File: src/rtl/channel_deserializer.sv
// RX-side channel deserializer: reads framed 64-bit words from the RX FIFO, parses
// header / payload / footer framing and routes each payload to one of 8 AXIS-style
// channel outputs (no TREADY). Keeps frame, header-error and drop counters.
// Word layout assumes a 64-bit serialized word (header id in [63:56]).
module channel_deserializer #(
    parameter int unsigned M_AXIS_TDATA_WIDTH = 64,
    parameter int unsigned TX_RX_S_AXIS_WIDTH = 64,
    parameter logic [7:0]  HEADER_ID          = 8'hAA,
    parameter logic [7:0]  FOOTER_ID          = 8'h55,
    parameter int unsigned MAX_FRAME_WORDS    = 1600
) (
    input  logic                          RX_ACLK,
    input  logic                          RX_ARESETN,
    input  logic [TX_RX_S_AXIS_WIDTH-1:0] SERIALIZED_DATA,
    input  logic                          DATA_EMPTY,
    input  logic                          PLS_WAIT,
    output logic                          RE_EN,
    output logic [M_AXIS_TDATA_WIDTH-1:0] M0_AXIS_TDATA,
    output logic                          M0_AXIS_TVALID,
    output logic                          M0_AXIS_TUSER,
    output logic                          M0_AXIS_TLAST,
    output logic [M_AXIS_TDATA_WIDTH-1:0] M1_AXIS_TDATA,
    output logic                          M1_AXIS_TVALID,
    output logic                          M1_AXIS_TUSER,
    output logic                          M1_AXIS_TLAST,
    output logic [M_AXIS_TDATA_WIDTH-1:0] M2_AXIS_TDATA,
    output logic                          M2_AXIS_TVALID,
    output logic                          M2_AXIS_TUSER,
    output logic                          M2_AXIS_TLAST,
    output logic [M_AXIS_TDATA_WIDTH-1:0] M3_AXIS_TDATA,
    output logic                          M3_AXIS_TVALID,
    output logic                          M3_AXIS_TUSER,
    output logic                          M3_AXIS_TLAST,
    output logic [M_AXIS_TDATA_WIDTH-1:0] M4_AXIS_TDATA,
    output logic                          M4_AXIS_TVALID,
    output logic                          M4_AXIS_TUSER,
    output logic                          M4_AXIS_TLAST,
    output logic [M_AXIS_TDATA_WIDTH-1:0] M5_AXIS_TDATA,
    output logic                          M5_AXIS_TVALID,
    output logic                          M5_AXIS_TUSER,
    output logic                          M5_AXIS_TLAST,
    output logic [M_AXIS_TDATA_WIDTH-1:0] M6_AXIS_TDATA,
    output logic                          M6_AXIS_TVALID,
    output logic                          M6_AXIS_TUSER,
    output logic                          M6_AXIS_TLAST,
    output logic [M_AXIS_TDATA_WIDTH-1:0] M7_AXIS_TDATA,
    output logic                          M7_AXIS_TVALID,
    output logic                          M7_AXIS_TUSER,
    output logic                          M7_AXIS_TLAST,
    output logic [15:0]                   FRAME_CNT,
    output logic [15:0]                   HEADER_ERR_CNT,
    output logic [15:0]                   DROP_CNT,
    output logic                          FOOTER_ERR
);

    localparam int unsigned NumCh = 8;

    typedef enum logic [1:0] {StIdle, StPayload, StDrop, StFooter} state_e;

    state_e state_q, state_d;
    logic        word_valid_q;
    logic [2:0]  ch_q, ch_d;
    logic [15:0] remain_q, remain_d;
    logic        first_q, first_d;
    logic        dropped_q, dropped_d;
    logic [15:0] frame_cnt_q, frame_cnt_d;
    logic [15:0] hdr_err_cnt_q, hdr_err_cnt_d;
    logic [15:0] drop_cnt_q, drop_cnt_d;
    logic        footer_err_q, footer_err_d;

    logic [M_AXIS_TDATA_WIDTH-1:0] tdata_q [NumCh];
    logic [M_AXIS_TDATA_WIDTH-1:0] tdata_d [NumCh];
    logic [NumCh-1:0] tvalid_q, tvalid_d;
    logic [NumCh-1:0] tuser_q, tuser_d;
    logic [NumCh-1:0] tlast_q, tlast_d;

    // Header field decode
    logic [7:0]  word_id;
    logic [3:0]  hdr_ch;
    logic [15:0] hdr_len;
    logic        hdr_ok;

    assign word_id = SERIALIZED_DATA[63:56];
    assign hdr_ch  = SERIALIZED_DATA[51:48];
    assign hdr_len = SERIALIZED_DATA[47:32];
    assign hdr_ok  = (word_id == HEADER_ID) && (hdr_len != 16'd0) &&
                     (hdr_len <= 16'(MAX_FRAME_WORDS));

    // Reads are gated by reset so a read can never be issued while held in reset
    assign RE_EN = !DATA_EMPTY && !PLS_WAIT && RX_ARESETN;

    // Read data is valid exactly one cycle after an accepted read
    always_ff @(posedge RX_ACLK) begin
        if (!RX_ARESETN) begin
            word_valid_q <= 1'b0;
        end else begin
            word_valid_q <= RE_EN;
        end
    end

    // Framing FSM, counters and registered channel outputs
    always_comb begin
        state_d       = state_q;
        ch_d          = ch_q;
        remain_d      = remain_q;
        first_d       = first_q;
        dropped_d     = dropped_q;
        frame_cnt_d   = frame_cnt_q;
        hdr_err_cnt_d = hdr_err_cnt_q;
        drop_cnt_d    = drop_cnt_q;
        footer_err_d  = 1'b0;
        tvalid_d      = '0;
        tuser_d       = '0;
        tlast_d       = '0;
        for (int k = 0; k < NumCh; k++) begin
            tdata_d[k] = tdata_q[k];
        end

        if (word_valid_q) begin
            unique case (state_q)
                StIdle: begin
                    if (hdr_ok) begin
                        ch_d      = hdr_ch[2:0];
                        remain_d  = hdr_len;
                        first_d   = 1'b1;
                        dropped_d = hdr_ch[3];
                        if (hdr_ch[3]) begin
                            state_d = StDrop;
                            if (drop_cnt_q != 16'hFFFF) begin
                                drop_cnt_d = drop_cnt_q + 16'd1;
                            end
                        end else begin
                            state_d = StPayload;
                        end
                    end else if (hdr_err_cnt_q != 16'hFFFF) begin
                        // Stay in idle and hunt for the next header
                        hdr_err_cnt_d = hdr_err_cnt_q + 16'd1;
                    end
                end
                StPayload: begin
                    tdata_d[ch_q]  = SERIALIZED_DATA;
                    tvalid_d[ch_q] = 1'b1;
                    tuser_d[ch_q]  = first_q;
                    tlast_d[ch_q]  = (remain_q == 16'd1);
                    first_d        = 1'b0;
                    remain_d       = remain_q - 16'd1;
                    if (remain_q == 16'd1) begin
                        state_d = StFooter;
                    end
                end
                StDrop: begin
                    remain_d = remain_q - 16'd1;
                    if (remain_q == 16'd1) begin
                        state_d = StFooter;
                    end
                end
                StFooter: begin
                    // A bad footer is consumed here, never re-parsed as a header
                    if (word_id == FOOTER_ID) begin
                        if (!dropped_q) begin
                            frame_cnt_d = frame_cnt_q + 16'd1;
                        end
                    end else begin
                        footer_err_d = 1'b1;
                    end
                    state_d = StIdle;
                end
                default: state_d = StIdle;
            endcase
        end
    end

    // State and output registers with synchronous reset
    always_ff @(posedge RX_ACLK) begin
        if (!RX_ARESETN) begin
            state_q       <= StIdle;
            ch_q          <= '0;
            remain_q      <= '0;
            first_q       <= 1'b0;
            dropped_q     <= 1'b0;
            frame_cnt_q   <= '0;
            hdr_err_cnt_q <= '0;
            drop_cnt_q    <= '0;
            footer_err_q  <= 1'b0;
            tvalid_q      <= '0;
            tuser_q       <= '0;
            tlast_q       <= '0;
            for (int k = 0; k < NumCh; k++) begin
                tdata_q[k] <= '0;
            end
        end else begin
            state_q       <= state_d;
            ch_q          <= ch_d;
            remain_q      <= remain_d;
            first_q       <= first_d;
            dropped_q     <= dropped_d;
            frame_cnt_q   <= frame_cnt_d;
            hdr_err_cnt_q <= hdr_err_cnt_d;
            drop_cnt_q    <= drop_cnt_d;
            footer_err_q  <= footer_err_d;
            tvalid_q      <= tvalid_d;
            tuser_q       <= tuser_d;
            tlast_q       <= tlast_d;
            for (int k = 0; k < NumCh; k++) begin
                tdata_q[k] <= tdata_d[k];
            end
        end
    end

    assign FRAME_CNT      = frame_cnt_q;
    assign HEADER_ERR_CNT = hdr_err_cnt_q;
    assign DROP_CNT       = drop_cnt_q;
    assign FOOTER_ERR     = footer_err_q;

    assign M0_AXIS_TDATA  = tdata_q[0];
    assign M0_AXIS_TVALID = tvalid_q[0];
    assign M0_AXIS_TUSER  = tuser_q[0];
    assign M0_AXIS_TLAST  = tlast_q[0];
    assign M1_AXIS_TDATA  = tdata_q[1];
    assign M1_AXIS_TVALID = tvalid_q[1];
    assign M1_AXIS_TUSER  = tuser_q[1];
    assign M1_AXIS_TLAST  = tlast_q[1];
    assign M2_AXIS_TDATA  = tdata_q[2];
    assign M2_AXIS_TVALID = tvalid_q[2];
    assign M2_AXIS_TUSER  = tuser_q[2];
    assign M2_AXIS_TLAST  = tlast_q[2];
    assign M3_AXIS_TDATA  = tdata_q[3];
    assign M3_AXIS_TVALID = tvalid_q[3];
    assign M3_AXIS_TUSER  = tuser_q[3];
    assign M3_AXIS_TLAST  = tlast_q[3];
    assign M4_AXIS_TDATA  = tdata_q[4];
    assign M4_AXIS_TVALID = tvalid_q[4];
    assign M4_AXIS_TUSER  = tuser_q[4];
    assign M4_AXIS_TLAST  = tlast_q[4];
    assign M5_AXIS_TDATA  = tdata_q[5];
    assign M5_AXIS_TVALID = tvalid_q[5];
    assign M5_AXIS_TUSER  = tuser_q[5];
    assign M5_AXIS_TLAST  = tlast_q[5];
    assign M6_AXIS_TDATA  = tdata_q[6];
    assign M6_AXIS_TVALID = tvalid_q[6];
    assign M6_AXIS_TUSER  = tuser_q[6];
    assign M6_AXIS_TLAST  = tlast_q[6];
    assign M7_AXIS_TDATA  = tdata_q[7];
    assign M7_AXIS_TVALID = tvalid_q[7];
    assign M7_AXIS_TUSER  = tuser_q[7];
    assign M7_AXIS_TLAST  = tlast_q[7];

endmodule

File: config.mk
export PLATFORM = sky130hd
export DESIGN_NAME = channel_deserializer
export DESIGN_NICKNAME = d
export VERILOG_FILES = /design/src/rtl/channel_deserializer.sv
export SDC_FILE = /design/constraint.sdc
export NUM_CORES = 1
export LEC_CHECK = 0
export CAP_MARGIN = 20
export CORE_AREA = 2 2 252 254
export CTS_CLUSTER_DIAMETER = 200
export CTS_CLUSTER_SIZE = 14
export DETAILED_ROUTE_END_ITERATION = 6
export DIE_AREA = 0 0 254 256
export PLACE_DENSITY = 0.75
export SLEW_MARGIN = 20
export SYNTH_ARGS = -nofsm -noshare
export SYNTH_HDL_FRONTEND = slang
export SYNTH_SLANG_ARGS = --single-unit
File: constraint.sdc
create_clock -name RX_ACLK -period 2.92 [get_ports RX_ACLK]
set_clock_uncertainty 0.2 [all_clocks]
set_input_delay 0.584 -clock RX_ACLK [delete_from_list [all_inputs] [get_ports RX_ACLK]]
set_output_delay 0.584 -clock RX_ACLK [all_outputs]
set_load 0.01 [all_outputs]
* Word level (Yosys, flattened, before mapping)
Memory sizes are Yosys's and may differ from the RTL's.
Index checks and enable logic that the tools add are counted.
** Word-level totals
- Input bits :: 68
- Output and inout port bits :: 586
- Memories :: 1
- Register bits :: 97
- Word-level logic and storage cells :: 94
- Bits in writable memories :: 512
** Memory list
- tdata_q :: words 8, bits a word 64, read ports 8, clocked after memory_dff 0, write ports 8, RTL line 71 : logic [M_AXIS_TDATA_WIDTH-1:0] tdata_q [NumCh];
** Cells by class
- Mux-type cells :: 26
- Reduce and logical (&&, ||, !) cells :: 22
- Equality and inequality tests :: 10
- Order comparisons :: 5
- Add/subtract/negate cells :: 4
- Bitwise gates (word level) :: 13
** Operators by type and width (number)
- 512-bit two-way mux :: 2
- 64-bit two-way mux :: 9
- 512-bit bitwise mux :: 1
- 64-bit demux with 3-bit select :: 1
- 16-bit by 1-bit adder with 16-bit output (second input constant) :: 3
- 16-bit != test (second input constant) :: 2
- 16-bit case mux with 2 select lines :: 1
- 3-bit AND reduction :: 6
- 8-bit bitwise AND :: 2
- 16-bit by 1-bit == test with 1-bit output (second input constant) :: 1
- 16-bit by 11-bit less-or-equal comparator with 1-bit output (second input constant) :: 1
- 16-bit two-way mux :: 1
- 16-bit nonzero test :: 1
- 16-bit by 1-bit subtractor with 16-bit output (second input constant) :: 1
- 8-bit by 7-bit == test with 1-bit output (second input constant) :: 1
- 8-bit == test (second input constant) :: 1
- 1-bit OR :: 8
- 4-bit AND reduction :: 2
- 1-bit logical AND :: 6
- 2-bit two-way mux :: 3
- 2-bit case mux with 3 select lines :: 1
- 1-bit two-way mux :: 5
- 5-bit AND reduction :: 1
- 2-bit == test (second input constant) :: 2
- other kinds (15) :: 18

* Depth between registers and ports, before layout
Gate-level depths: netlist (run 1).
- Depth in word-level cells :: 9
- Gate-level depth with buffers :: 10
- Gate-level depth less buffers :: 8

* Worst setup path after synthesis (run 1)
OpenSTA, ideal clock, no wires.
- Path kind :: input -> register
- Start :: in SERIALIZED_DATA[62]
- End :: reg drop_cnt_q[8] (netlist: DROP_CNT[8])
- Setup slack :: 0.031 ns
- Arrival :: 2.557 ns
- Data required time :: 2.588 ns
- Buffers on the path :: 4
- Stages on the path :: 10
- Setup time :: 0.132 ns
- Path through :: buf_2 > and4bb_2 > nand3_1 > a311o_1 > or3_1 > clkbuf_1 > buf_4 > clkbuf_1 > o31ai_1 > a21oi_1
** On the way
- Word-level cells in the longest chain between the ends :: 4
** RTL lines
- from (decl) :: RTL line 14 : input logic [TX_RX_S_AXIS_WIDTH-1:0] SERIALIZED_DATA,
- 8-bit == test :: RTL line 86 : assign hdr_ok = (word_id == HEADER_ID) && (hdr_len != 16'd0) &&
- 1-bit logical AND (2 in series) :: RTL line 86
- 5-bit AND reduction (no line)
- to (signal assigned) :: RTL line 199 : drop_cnt_q <= drop_cnt_d;
- to (decl) :: RTL line 68 : logic [15:0] drop_cnt_q, drop_cnt_d;
No other way between the ends.
A chain may end at the register's enable or synchronous reset.

* Worst setup path in the final report (run 1)
- Start :: in SERIALIZED_DATA[33]
- End :: reg drop_cnt_q[3] (netlist: DROP_CNT[3])
** On the way
- Word-level cells in the longest chain between the ends :: 4
- Elaborated cells on any way between the ends :: 5
- Those cells by class :: 1 x order compare; 4 x reduce/logical
** RTL lines (RTL line)
- branches (longest 2 deep; another with 16-bit by 11-bit less-or-equal comparator with 1-bit output)
- 1-bit logical AND * :: 86
- 5-bit AND reduction (no line) *
Mark *: on every way between the ends.

==> results of run 1 <==
[cell usage after synthesis, types with 5 or more instances]
cell type	number	share of area
nor4_1	10	0.0028
clkbuf_1	193	0.033
or4_1	5	0.0017
or3_1	22	0.0062
buf_2	12	0.0027
xor2_1	17	0.0067
nand3_1	20	0.0045
buf_4	25	0.0085
nor2_1	67	0.011
mux2i_1	7	0.0032
and3_1	18	0.0051
and2_1	15	0.0042
xnor2_1	5	0.0020
o31ai_1	5	0.0017
a21oi_1	553	0.12
o21ai_0	33	0.0074
nor3_1	17	0.0038
clkbuf_2	13	0.0029
dfxtp_1	609	0.55
ha_1	8	0.0045
inv_1	12	0.0020
buf_1	13	0.0022
nand4_1	13	0.0037
nand2_1	1068	0.18
[worst max-delay path: stages]
cell	delay (ps)
clkdlybuf4s50_1	550
nor4_2	380
a32oi_1	150
a311o_1	380
or3_4	440
buf_4	190
or3_1	340
a21oi_1	140
[cells by family after synthesis]
logic type / synth area share
simple gates: 0.235
compound gates: 0.146
flops: 0.550
buf+inv: 0.0522
xor+xnor: 0.00869
mux: 0.00367
fa+ha+maj: 0.00452
[power groups by stage]
stage | clock, mW | combinational, mW | sequential [mW]
floorplan | 0 | 0.258 | 8.50
global placement | 0 | 0.514 | 8.50
detailed placement | 0 | 0.512 | 8.50
CTS | 6.00 | 0.514 | 8.31
global route | 6.27 | 0.545 | 8.30
finish | 5.87 | 0.522 | 8.31
[cell type report]
cell class | instances | area [µm²] | share of cell area
clock inverter | 1 | 8.76 | 0.000282
timing repair buffer | 750 | 7530 | 0.243
clock buffer | 49 | 1230 | 0.0395
antenna | 1 | 2.50 | 0.0000807
inverter | 13 | 56.3 | 0.00182
multi-input combinational | 1947 | 8940 | 0.288
sequential | 609 | 12200 | 0.393
tap | 846 | 1060 | 0.0341
[through the flow]
stage / area [µm²] / hold WS [ps] / setup slack [ps] / total power [mW]
after floorplan: 22200 / 251 / 31.1 / 8.75
after global placement: 29700 / 240 / -970 / 9.01
after detailed placement: 29700 / 245 / -959 / 9.01
after CTS: 31000 / 254 / 28.5 / 14.8
after global routing: 31000 / 266 / 20.4 / 15.1
final: 31000 / 252 / 62.0 / 14.7
[what timing repair did]
| action | in CTS | in global routing |
|---|---|---|
| setup endpoints to repair | 14 | 8 |
| pin swaps | 3 | 4 |
| cloned | 0 | 1 |
| resized for setup | 5 | 3 |
[registers in the layout, summed over array words and instances, names as in the netlist]
signal,cells
HEADER_ERR_CNT,16
word_valid_q,1
dropped_q,1
FOOTER_ERR,1
tlast_q,8
DROP_CNT,16
FRAME_CNT,16
first_q,1
tvalid_q,8
tdata_q,512
ch_q,3
tuser_q,8
state_q,2
remain_q,16
[worst min path at each step]
| stage | endpoint | startpoint | slack (ps) | cells past startpoint |
|---|---|---|---|---|
| 2_1_floorplan | remain_q[9] | remain_q[9] | 250 | 2 |
| 4_1_cts | tdata_q[0][237] | tdata_q[0][237] | 250 | 2 |
| 6_report | tdata_q[1][186] | tdata_q[1][186] | 250 | 2 |
| 3_5_place_dp | tdata_q[1][186] | tdata_q[1][186] | 250 | 2 |
| 5_1_grt | tdata_q[0][86] | tdata_q[0][86] | 270 | 2 |
| 3_3_place_gp | tdata_q[0][77] | tdata_q[0][77] | 240 | 2 |
[routing by layer]
layer / GRT usage / vias up
met5: 0 / -
met4: 0.115 / 0
met3: 0.0568 / 214
met2: 0.407 / 918
met1: 0.301 / 9941
li1: - / 10194
==> impl_metrics.tcl, run 1 <==
set metrics [dict create \
    synth_top_flop_cell "dfxtp_1" \
    ir_drop_mv 0.351 \
    ctsHoldBuffers 0 \
    r2r-start "remain_q[6]" \
    die_w_um 254 \
    root_buffer "clkbuf_16" \
    worst_pin_slew_ps 735 \
    maxSlewViolCount 0 \
    place_inst 4165 \
    grt_pass1_wl_mm 122 \
    antenna_found_initial 2 \
    core_area_mm2 0.0624 \
    via_per_inst 5.04 \
    sequentialPowerShare 0.565 \
    syn_to_final_growth_pct 39.9 \
    cts_max_level 2 \
    cts_sinks 609 \
    final_cell_mix "nand2_1, clkdlybuf4s50_1, dfxtp_1" \
    grt_setup_unrepaired "no" \
    comb_power_share 0.036 \
    wl_met1_mm 32.7 \
    critPathLaunch "SERIALIZED_DATA[33]" \
    drt_iter0_drc 1813 \
    synth_cell_types 54 \
    worst-path-max-fanout 11 \
    p_clk_frac 0.399 \
    p_int_mw 11.4 \
    grt_usage 0.246 \
    tns_ps 0 \
    required_ps 3220 \
    start_util 0.355 \
    p_per_area_mw_per_mm2 474 \
    grt_pass1_vias 19329 \
    io_pins 654 \
    ant_nets 0 \
    post_cts_buffers 0 \
    dr.pass1.iters 5 \
    insertion_delay_ps 580 \
    place.gp.congestion 0.852 \
    nNetsFinal 3446 \
    totalWireLength_mm 83.5 \
    ff2ff_path_depth 6 \
    grt_max_degree 95 \
    final_hold_viol_count 0 \
    ys_async_sr_fraction 0 \
    setup.worst_path.end "DROP_CNT[3]" \
    r2r_end "remain_q[15]" \
    p_leak_nw 10.1 \
    slew-limit-headroom 0.509 \
    max_cap_viol_count 0 \
    wl_per_cell_um 19.8 \
    overflow 0 \
    drc 0 \
    die_area_mm2 0.0650 \
    die_y_um 256 \
    rows 92 \
    clockBufferDepth 3 \
    path_clk_slew_ps 70 \
    setup_viol 0 \
    synth_seq_cells 609 \
    hp-class "reg2reg" \
    fin_util 0.497 \
    ys_seq_area_frac 0.550 \
    layout-drive-gt1-share 0.0522 \
    fin_crit_ps 2860 \
    outcome "finished clean" \
    end_kind "flip-flop" \
    switching_share 0.223 \
    port_buffers 653 \
    instances_no_fill 4216 \
    avgSynthCellArea_um2 7.85 \
    synth_cells 2826 \
    syn-num-nets 2902 \
    met3_length_mm 7.10 \
    power_switching_mw 3.28 \
    cts_tree "built" \
    netlist_area_mm2 0.0222 \
    cp.arrival_ps 3160 \
    synth_edf_count 0 \
    max_freq_mhz 350 \
    num_vias 21267 \
    num-fill-cells 5918 \
    dr.max_layer_used "met4" \
    hpwl_mm 56.2 \
    final_common_cell "nand2_1" \
    startpoint_type "primary input" \
    r2r_setup_slack_ps 460 \
    post-route-period-util 0.979 \
    wl_met2_mm 39.6 \
    yosysWarnings 0 \
    critPathKind "in2reg" \
    cts_buffers 49 \
]
Note: power is estimated with default switching activity, not from simulation.
==> inputs of run 2 (changes only) <==
--- a/config.mk
+++ b/config.mk
@@ -11,7 +11,7 @@
 export CTS_CLUSTER_SIZE = 14
 export DETAILED_ROUTE_END_ITERATION = 6
 export DIE_AREA = 0 0 254 256
-export PLACE_DENSITY = 0.75
+export PLACE_DENSITY = 0.73
 export SLEW_MARGIN = 20
 export SYNTH_ARGS = -nofsm -noshare
 export SYNTH_HDL_FRONTEND = slang
==> run 2 against run 1 <==
Compared with the run above: sequential cell count is the same; hold slack gained 0.81 ps; clock power grew 1%; critical path depth is the same; fmax shrank 0.96%.
==> impl_metrics.tcl, run 2 (same netlist as run 1, synthesis figures left out) <==
set metrics [dict create \
    outcome "finished clean" \
    clockBufferDepth 3 \
    core_area_mm2 0.0624 \
    wl_per_cell_um 20.2 \
    layout-drive-gt1-share 0.0563 \
    cts_sinks 609 \
    holdPathStages 2 \
    drt_iter0_drc 1548 \
    totalWireLength_mm 85.1 \
    via_per_inst 5.04 \
    setup_viol 0 \
    final_common_cell "nand2_1" \
    dr.pass1.iters 5 \
    ant_nets 0 \
    final_cell_mix "nand2_1, clkdlybuf4s50_1, dfxtp_1" \
    ff2ff_path_depth 7 \
    grt_busiest_layer "met2" \
    ir_drop_mv 0.340 \
    grt_pass1_vias 19260 \
    r2r_setup_slack_ps 400 \
    cts_buffers 49 \
    hp-class "reg2reg" \
    drc 0 \
    max_cap_viol_count 0 \
    final_area_mm2 0.0311 \
    grt_use_met1 0.314 \
    p_per_area_mw_per_mm2 474 \
    worst-path-max-fanout 5 \
    overflow 0 \
    end_kind "flip-flop" \
    die_w_um 254 \
    post-route-period-util 0.988 \
    fin_util 0.499 \
    syn_to_final_growth_pct 40.4 \
    worst_pin_slew_ps 971 \
    largest_reg_flops 512 \
    fin_crit_ps 2890 \
    final_hold_viol_count 0 \
    path_clk_slew_ps 70 \
    io_pins 654 \
    start_util 0.355 \
    die_y_um 256 \
    worstHoldStart "tdata_q[0][131]" \
    root_buffer "clkbuf_16" \
    r2r-start "state_q[0]" \
    slew-limit-headroom 0.352 \
    cts_tree "built" \
    gr-usage-met3 0.0587 \
    required_ps 3240 \
    hold-path-endpoint "tdata_q[0][131]" \
    place.gp.congestion 0.867 \
    insertion_delay_ps 590 \
    grt_usage 0.249 \
    max_freq_mhz 347 \
    num-fill-cells 5980 \
    p_leak_nw 10.1 \
    startpoint_type "primary input" \
    cts_max_level 2 \
    nNetsFinal 3450 \
    rows 92 \
    grtUsageMet2 0.402 \
    dpl_cell_area_mm2 0.0298 \
    top_register "tdata_q" \
    r2r_end "tdata_q[0][22]" \
    antenna_found_initial 0 \
    hpwl_mm 56.7 \
    grt_max_degree 187 \
    port_buffers 653 \
    die_area_mm2 0.0650 \
    grt_pass1_wl_mm 124 \
    num_vias 21256 \
    holdWs_ps 252 \
    maxSlewViolCount 0 \
    critPathKind "in2reg" \
    cp.arrival_ps 3200 \
]
## run 2: changes by cell type in the layout (fill, tap and decap cells not counted), moves of 2 or more
cell / delta
a21oi_1: -5
a21oi_2: +5
buf_6: +4
dlygate4sd2_1: -2
dlymetal6s2s_1: +3
or3_1: -2
or3_4: +2
or4_1: -2
or4_4: +2
## run 2: cell type report
cell class	instances	area [µm²]	area share
antenna	1	2.50	0.0000804
tap	846	1060	0.0340
timing repair buffer	755	7600	0.244
clock inverter	1	8.76	0.000281
multi-input combinational	1946	8980	0.288
sequential	609	12200	0.392
clock buffer	49	1230	0.0394
inverter	13	56.3	0.00181
## run 2: metrics by stage
step / setup slack, ps / setup TNS (ps) / total power, mW / std cells
CTS: 8.38 / 0 / 14.9 / 4218
finish: 34.4 / 0 / 14.8 / 4220
global route: -9.01 / -9.01 / 15.1 / 4219
detailed placement: -1290 / -53760 / 9.01 / 4166
global placement: -1270 / -53560 / 9.01 / 4166
floorplan: 31.1 / 0 / 8.75 / 2826
## run 2: timing repair
item,CTS,global route
setup endpoints to repair,55,22
hold buffers,0,0
buffers inserted,3,0
gates cloned,0,1
gates resized for setup,4,21
pin swaps,5,12
## run 2: worst max path at each step
stage / from / to / cells after the start / slack (ps)
4_1_cts: SERIALIZED_DATA[47] / DROP_CNT[3] / 10 / 8
3_5_place_dp: SERIALIZED_DATA[47] / DROP_CNT[15] / 10 / -1290
3_3_place_gp: SERIALIZED_DATA[47] / DROP_CNT[3] / 11 / -1270
6_report: SERIALIZED_DATA[60] / DROP_CNT[14] / 8 / 30
5_1_grt: SERIALIZED_DATA[46] / DROP_CNT[14] / 9 / -9
2_1_floorplan: SERIALIZED_DATA[62] / DROP_CNT[8] / 10 / 30
## run 2: critical path: stages
cell and delay, ps:
clkdlybuf4s50_1 440, and4bb_2 440, nand3_4 150, a311o_1 390, or3_4 410, buf_6 140
or4_1 500, a21oi_2 140
## run 2: per-layer routing
layer | routed length, µm | vias to the layer above
met4 | 4040 | 0
li1 | - | 10217
met5 | 0 | -
met2 | 39800 | 909
met1 | 34300 | 9928
met3 | 7000 | 202
## run 2: report_power, final
part / switching [mW] / internal (mW)
clock: 2.97 / 2.96
combinational: 0.366 / 0.155
sequential: 0.00220 / 8.30
total: 3.33 / 11.4
